===== src/rtl/serdes_pkg.sv =====
// Shared definitions for the piso/sipo serial link: FSM state codes, bit-order keyword, clog2.
package serdes_pkg;

  localparam logic ST_HUNT  = 1'b0;
  localparam logic ST_SHIFT = 1'b1;

  typedef enum logic {
    HUNT  = ST_HUNT,
    SHIFT = ST_SHIFT
  } rx_state_e;

  // Keyword that enables a string-valued option (bit order, sync requirement).
  localparam string BIT_ORDER_TRUE = "TRUE";

  function automatic int clog2(input int value);
    int r;
    r = 0;
    for (int i = 0; i < 31; i++) begin
      if ((1 << i) < value) r = i + 1;
    end
    return r;
  endfunction

endpackage


===== src/rtl/sipo_rx.sv =====
// Serial-to-parallel receiver: rebuilds DATA_WIDTH-bit words from strobed bits; word valid 1 cycle after last strobe.
// Strobes are never stalled; a word completing while the single output entry is held is dropped and flags sticky overrun.
module sipo_rx
  import serdes_pkg::*;
#(
  parameter int    DATA_WIDTH    = 8,
  parameter string DO_MSB_FIRST  = "TRUE",
  parameter string SYNC_REQUIRED = "FALSE"
) (
  input  logic                  clk_i,
  input  logic                  s_rst_n_i,
  input  logic                  enable_i,
  input  logic                  data_i,
  input  logic                  sync_i,
  output logic [DATA_WIDTH-1:0] m_data_o,
  output logic                  m_valid_o,
  input  logic                  m_ready_i,
  output logic                  overrun_o,
  input  logic                  overrun_clr_i,
  output logic                  aligned_o
);

  localparam int                CNT_W         = clog2(DATA_WIDTH);
  localparam bit                MSB_FIRST     = (DO_MSB_FIRST == BIT_ORDER_TRUE);
  localparam bit                HUNT_AT_RESET = (SYNC_REQUIRED == BIT_ORDER_TRUE);
  localparam logic [CNT_W-1:0]  LAST_BIT      = CNT_W'(DATA_WIDTH - 1);

  rx_state_e             state_q, state_d;
  logic [DATA_WIDTH-1:0] sr_q, sr_d;
  logic [CNT_W-1:0]      bit_cnt_q, bit_cnt_d;
  logic [DATA_WIDTH-1:0] m_data_q, m_data_d;
  logic                  m_valid_q, m_valid_d;
  logic                  overrun_q, overrun_d;

  logic [DATA_WIDTH-1:0] sr_shifted;
  logic [DATA_WIDTH-1:0] sr_seed;
  logic                  realign;
  logic                  word_done;

  // sr_seed is an empty register with the realigning bit shifted in as bit 0 of a new word.
  assign sr_shifted = MSB_FIRST ? {sr_q[DATA_WIDTH-2:0], data_i}
                                : {data_i, sr_q[DATA_WIDTH-1:1]};
  assign sr_seed    = MSB_FIRST ? {{(DATA_WIDTH-1){1'b0}}, data_i}
                                : {data_i, {(DATA_WIDTH-1){1'b0}}};
  assign realign    = enable_i & sync_i;

  always_comb begin
    state_d   = state_q;
    sr_d      = sr_q;
    bit_cnt_d = bit_cnt_q;
    word_done = 1'b0;
    if (realign) begin
      state_d   = SHIFT;
      sr_d      = sr_seed;
      bit_cnt_d = CNT_W'(1);
    end else if (enable_i && state_q == SHIFT) begin
      sr_d      = sr_shifted;
      word_done = (bit_cnt_q == LAST_BIT);
      bit_cnt_d = (bit_cnt_q == LAST_BIT) ? '0 : bit_cnt_q + 1'b1;
    end
  end

  always_comb begin
    m_data_d  = m_data_q;
    m_valid_d = m_valid_q;
    overrun_d = overrun_q;
    if (m_valid_q && m_ready_i) m_valid_d = 1'b0;
    if (overrun_clr_i) overrun_d = 1'b0;
    if (word_done) begin
      if (!m_valid_q || m_ready_i) begin
        m_data_d  = sr_shifted;
        m_valid_d = 1'b1;
      end else begin
        overrun_d = 1'b1;
      end
    end
  end

  always_ff @(posedge clk_i) begin
    if (!s_rst_n_i) begin
      state_q   <= HUNT_AT_RESET ? HUNT : SHIFT;
      sr_q      <= '0;
      bit_cnt_q <= '0;
      m_data_q  <= '0;
      m_valid_q <= 1'b0;
      overrun_q <= 1'b0;
    end else begin
      state_q   <= state_d;
      sr_q      <= sr_d;
      bit_cnt_q <= bit_cnt_d;
      m_data_q  <= m_data_d;
      m_valid_q <= m_valid_d;
      overrun_q <= overrun_d;
    end
  end

  assign m_data_o  = m_data_q;
  assign m_valid_o = m_valid_q;
  assign overrun_o = overrun_q;
  assign aligned_o = (state_q == SHIFT);

endmodule


===== config.mk =====
export PLATFORM = sky130hd
export DESIGN_NAME = sipo_rx
export DESIGN_NICKNAME = d
export VERILOG_FILES = /design/src/rtl/serdes_pkg.sv /design/src/rtl/sipo_rx.sv
export SDC_FILE = /design/constraint.sdc
export NUM_CORES = 1
export LEC_CHECK = 0
export CORE_MARGIN = 2
export CORE_UTILIZATION = 40
export DETAILED_ROUTE_END_ITERATION = 8
export GPL_TIMING_DRIVEN = 0
export PLACE_DENSITY_LB_ADDON = 0.15
export REMOVE_ABC_BUFFERS = 1
export SLEW_MARGIN = 10
export SYNTH_ARGS = -nofsm -noshare
export SYNTH_HDL_FRONTEND = slang
export SYNTH_SLANG_ARGS = --single-unit

===== constraint.sdc =====
create_clock -name clk_i -period 2.41 [get_ports clk_i]
set_input_delay 0.3615 -clock clk_i [delete_from_list [all_inputs] [get_ports clk_i]]
set_output_delay 0.3615 -clock clk_i [all_outputs]
set_load 0.02 [all_outputs]

---- Word level (Yosys, flattened, before mapping) ----
Cells that the tools add are included.
cells by class
  bitwise gates (word level) .............. 2
  equal/unequal tests ..................... 1
  $lt $le $gt $ge ......................... 0
  div/mod/pow operators ................... 0
  reduce and logical (&&, ||, !) cells .... 6
  multipliers ............................. 0
  multiplexer cells ....................... 13
  shift-type cells ........................ 0
  add/sub/neg operators ................... 1
operators by type and width
  kind                   count
  $mux W1                12
  $add A3 B1 Y3 const B  1
  $eq A3 B3 Y1 const B   1
  $mux W3                1
  $reduce_and A2 Y1      1
  $reduce_bool A2 Y1     1
  $reduce_or A2 Y1       1
  $and A1 B1 Y1          1
  $logic_and A1 B1 Y1    1
  $logic_not A1 Y1       1
  $logic_or A1 B1 Y1     1
  $not A1 Y1             1
storage, ports and cells
  output and inout bits ................... 11
  latch bits .............................. 0
  bits in read-only memories .............. 0
  flip-flop bits (word level) ............. 20
  memories kept ........................... 0
  input bits .............................. 7
  memory bits (writable) .................. 0

---- Logic depth before layout (Yosys ltp) ----
  depth in word-level cells ............... 4
  depth in mapped cells ................... 6
  mapped depth without buffers ............ 5

---- Worst setup path after synthesis ----
No wires, ideal clock.
  path type ............................... register to register
  start point ............................. reg bit_cnt_q[0]
  end point ............................... reg m_data_q[0] (netlist: m_data_o[0])
  arrival ................................. 1163 ps
  period minus slack after synthesis ...... 1235 ps
  required time ........................... 2338 ps
  slack ................................... 1175 ps
  library setup time ...................... 72 ps
  stages on the path, launching flop included .. 7
  path through ............................ dfxtp_1 ha_1 ha_1 nand3b_4 nor2b_2 buf_6 mux2i_1
on the way
  longest elaborated chain between the ends .. 4
RTL lines
  item                                line           source
  start: declaration                  sipo_rx.sv:30  logic [CNT_W-1:0] bit_cnt_q, bit_cnt_d;
  start signal: assignment            sipo_rx.sv:90  bit_cnt_q <= bit_cnt_d;
  $eq A3 B3 Y1                        sipo_rx.sv:58  word_done = (bit_cnt_q == LAST_BIT);
  $mux W1                             sipo_rx.sv:56  end else if (enable_i && state_q == SHIFT) begin
  $mux W1                             sipo_rx.sv:52  if (realign) begin
  $reduce_and A2 Y1 (no source line)  n/a
  end signal: assignment              sipo_rx.sv:91  m_data_q <= m_data_d;
  end: declaration                    sipo_rx.sv:31  logic [DATA_WIDTH-1:0] m_data_q, m_data_d;
No other way between the ends.
A chain may end at the register's enable or synchronous reset.

---- Worst setup path in the final report ----
  start point ............................. in enable_i
  end point ............................... reg m_data_q[3] (netlist: m_data_o[3])
on the way
  longest elaborated chain between the ends .. 3
  elaborated cells between the ends (all ways) .. 4
  classes of those cells .................. mux: 2; bitwise: 1; reduce/logical: 1
RTL lines
  item                                             line                          source
  start: declaration                               sipo_rx.sv:12                 input logic enable_i,
  $mux W1 / $and A1 B1 Y1 (equally long branches)  sipo_rx.sv:56, sipo_rx.sv:45
  $mux W1 (*)                                      sipo_rx.sv:52
  $reduce_and A2 Y1 (no source line) (*)           n/a
Mark *: on every way between the ends. The rest lies on a longest branch, timed or not.

==> summary.md <==
| Metric | Value |
|---|---|
| Status | completed |
| Tightest Pin Transition | 0.818 ns |
| Max-slew violation count | 0 |
| H-tree levels | 1 |
| Clock latency on the worst-skew pair | around 0.29 ns |
| Dpl hpwl | about 850 um |
| Part of the power in registers | 0.526 |
| FP Rows | 16 |
| Die height | 50.9 um |
| Cell area after synthesis | ~880 um2 |
| Clk_skew | 0.00797 ns |
| Total global routing track utilization | 0.116 |
| DR pass1 iterations | 4 |
| Multiplexer share of the synthesized area | 0.102 |
| TNS Setup | 0 ns |
| Clock Pin Slew Worst Setup and Hold Paths | around 0.11 ns |
| Synth warn | 0 |
| Startpoint Class | input pin |
| Die Wd | between 50 and 60 um |
| # DRC | 0 |
| Setup violators final | 0 |
| Setup Buffers After CTS | 0 |
| Synth Area in Adders | 0.0284 |
| Vias in the first global route | ~550 |
| Netlist cell types | 20 |
| Switching pwr | ~0.00012 W |
| Routability cong. | approximately 0.64 |
| Fin nets | between 100 and 150 |
| Antenna diode count | 0 |
| Worst hold path type | flip-flop to flip-flop |
| Via count | ~640 |
| Max FO, Critical Path | 20 |
| Most frequent cells in the layout | nand2_1, dfxtp_1, clkdlybuf4s50_1 |
| Pwr dens | around 600 nW/um2 |
| Mean post-synth cell area | ~8.8 um2 |
| First-pass GRT wire length | about 2.3 mm |
| Comb power frac | 0.055 |
| Synth Area in Simple Gates | 0.222 |
| RSZ-0062 raised after global routing | false |
| Iter 0 DRT Violations | 6 |
| Final period utilization | 0.792 |
| Max_cap viols | 0 |
| Clock root cell | clkbuf_4 |
| Type of destination of the critical path | flip-flop |
| Mean number of vias per cell | about 4.6 |
| Worst Path Arrival | roughly 2.1 ns |
| Slew HR | 0.453 |
| Fillers | 189 |
| Leakage | around 0.38 nW |
| CTS resizes | 0 |
| WS Path Type | input pin to flip-flop |
| Hold-fix buffers, CTS | 0 |
| Initial antenna violation count | 0 |
| Fmax | roughly 0.52 GHz |
| Finished Layout Cells | 139 |
| Internal Power | about 0.00052 W |
| Share of layout cells above drive strength 1 | 0.0536 |
| Core Area | ~2000 um2 |
| CTS Sinks | 20 |
| Required @ worst endpoint | 2.64 ns |
| Inst Count DP | 135 |
| XOR/XNOR share of the synthesized area | 0 |
| Tmin final | ~1.9 ns |
| Synth Instances | 100 |
| Sequential fraction of the synthesis area | 0.455 |
| Main combinational cell family by area after synthesis | simple AND/OR/NAND/NOR gates |
| CTS tree | yes |
| Sw frac | 0.190 |
| Area grow syn2layout | 21.3% |
| DRT antenna net count | 0 |
| Starting Density | 0.436 |
| Final hold violation count | 0 |
| Die ar. | 2590 um2 |
| Post-synthesis sequential element count | 20 |
| TritonCTS Buffers | 3 |
| # port buffers | 16 |
| Commonest non-fill, non-tap cell in the layout | nand2_1 |
| Largest net degree at the start of global routing | 29 |
| Worst ir drop on vdd | around 310 uV |
| Clk buf depth | 2 |
| Drt wl/cell | around 9.2 um |
| Top Ports | 18 |
| Final wirelength | 1.27 mm |
| Compound-Gate Fraction of Synth Area | 0.0838 |
| Total global routing overflow | 0 |
| Clock network power share | 0.419 |
metrics by stage:
step	hold slack, ns	util	power (W)	instance area, um2	worst slack (ns)
2_1_floorplan	0.438	-	0.000355	822	1.02
3_3_place_gp	0.441	0.502	0.000378	1020	0.165
3_5_place_dp	0.446	0.502	0.000379	1020	0.144
4_1_cts	0.466	0.528	0.000648	1070	0.465
5_1_grt	0.493	0.528	0.000671	1070	0.346
6_report	0.464	0.528	0.000639	1070	0.502
flip-flops by register name (all words and copies together), names as in the netlist:
register	flops
m_valid_o	1
overrun_o	1
m_data_o	8
bit_cnt_q	3
sr_q	7
Yosys cell counts:
library cell   n  area [um2]
nand3b_4       1        20.0
dfxtp_1       20         400
o22ai_1        9        56.3
buf_4          3        22.5
buf_6          2        22.5
buf_2          2        10.0
o21ai_0        1        5.00
nor2_1         2        7.51
mux2i_1        9        90.1
and2_1         9        56.3
ha_1           2        25.0
nor2b_2        1        8.76
conb_1         1        3.75
a21oi_1        1        5.00
clkbuf_1       1        3.75
nand2b_1       1        6.26
nand2_1       24        90.1
inv_1          9        33.8
a21boi_0       1        7.51
nor2b_1        1        6.26
cell families (layout without fill, tap and decap cells):
logic type | count (synthesis) | count (layout)
mux | 9 | 9
other cells | 1 | 1
simple gates | 39 | 39
buf+inv | 17 | 29
flops | 20 | 20
compound gates | 12 | 12
fa+ha+maj | 2 | 2
metal layers:
metal,vias up,track usage,wire (um)
li1,343,-,-
met1,279,0.151,651
met4,0,0.0541,0
met3,0,0.0263,68
met2,13,0.180,553
met5,-,0,0
final timing paths:
path | slack [ns] | cells after the start | end | from
worst min-delay path | 0.46 | 2 | m_data_o[4] | m_data_o[4]
worst max register to register | 0.81 | 5 | m_data_o[3] | bit_cnt_q[0]
worst min register to register | 0.46 | 2 | m_data_o[4] | m_data_o[4]
worst max-delay path | 0.50 | 4 | m_data_o[3] | enable_i
critical path: stages:
cell and delay (ns):
clkdlybuf4s50_1 0.93, nand3b_4 0.14, nor2b_2 0.47, mux2i_1 0.24
power by group through the flow:
stage / sequential (W) / combinational [W] / clock [W]
after CTS: 0.000336 / 0.0000354 / 0.000276
final: 0.000336 / 0.0000350 / 0.000268
after detailed placement: 0.000344 / 0.0000352 / 0
after global routing: 0.000337 / 0.0000391 / 0.000295
after floorplan: 0.000343 / 0.0000116 / 0
after global placement: 0.000344 / 0.0000346 / 0
cell type report:
class	count	area, um2	share of cell area
Clock buffer	3	22.5	0.0211
Tap cell	27	33.8	0.0316
Clock inverter	1	30.0	0.0281
Inverter	9	33.8	0.0316
Timing Repair Buffer	16	160	0.150
Sequential cell	20	400	0.375
Multi-Input combinational cell	63	388	0.363
Note: power is estimated with default switching activity, not from simulation.
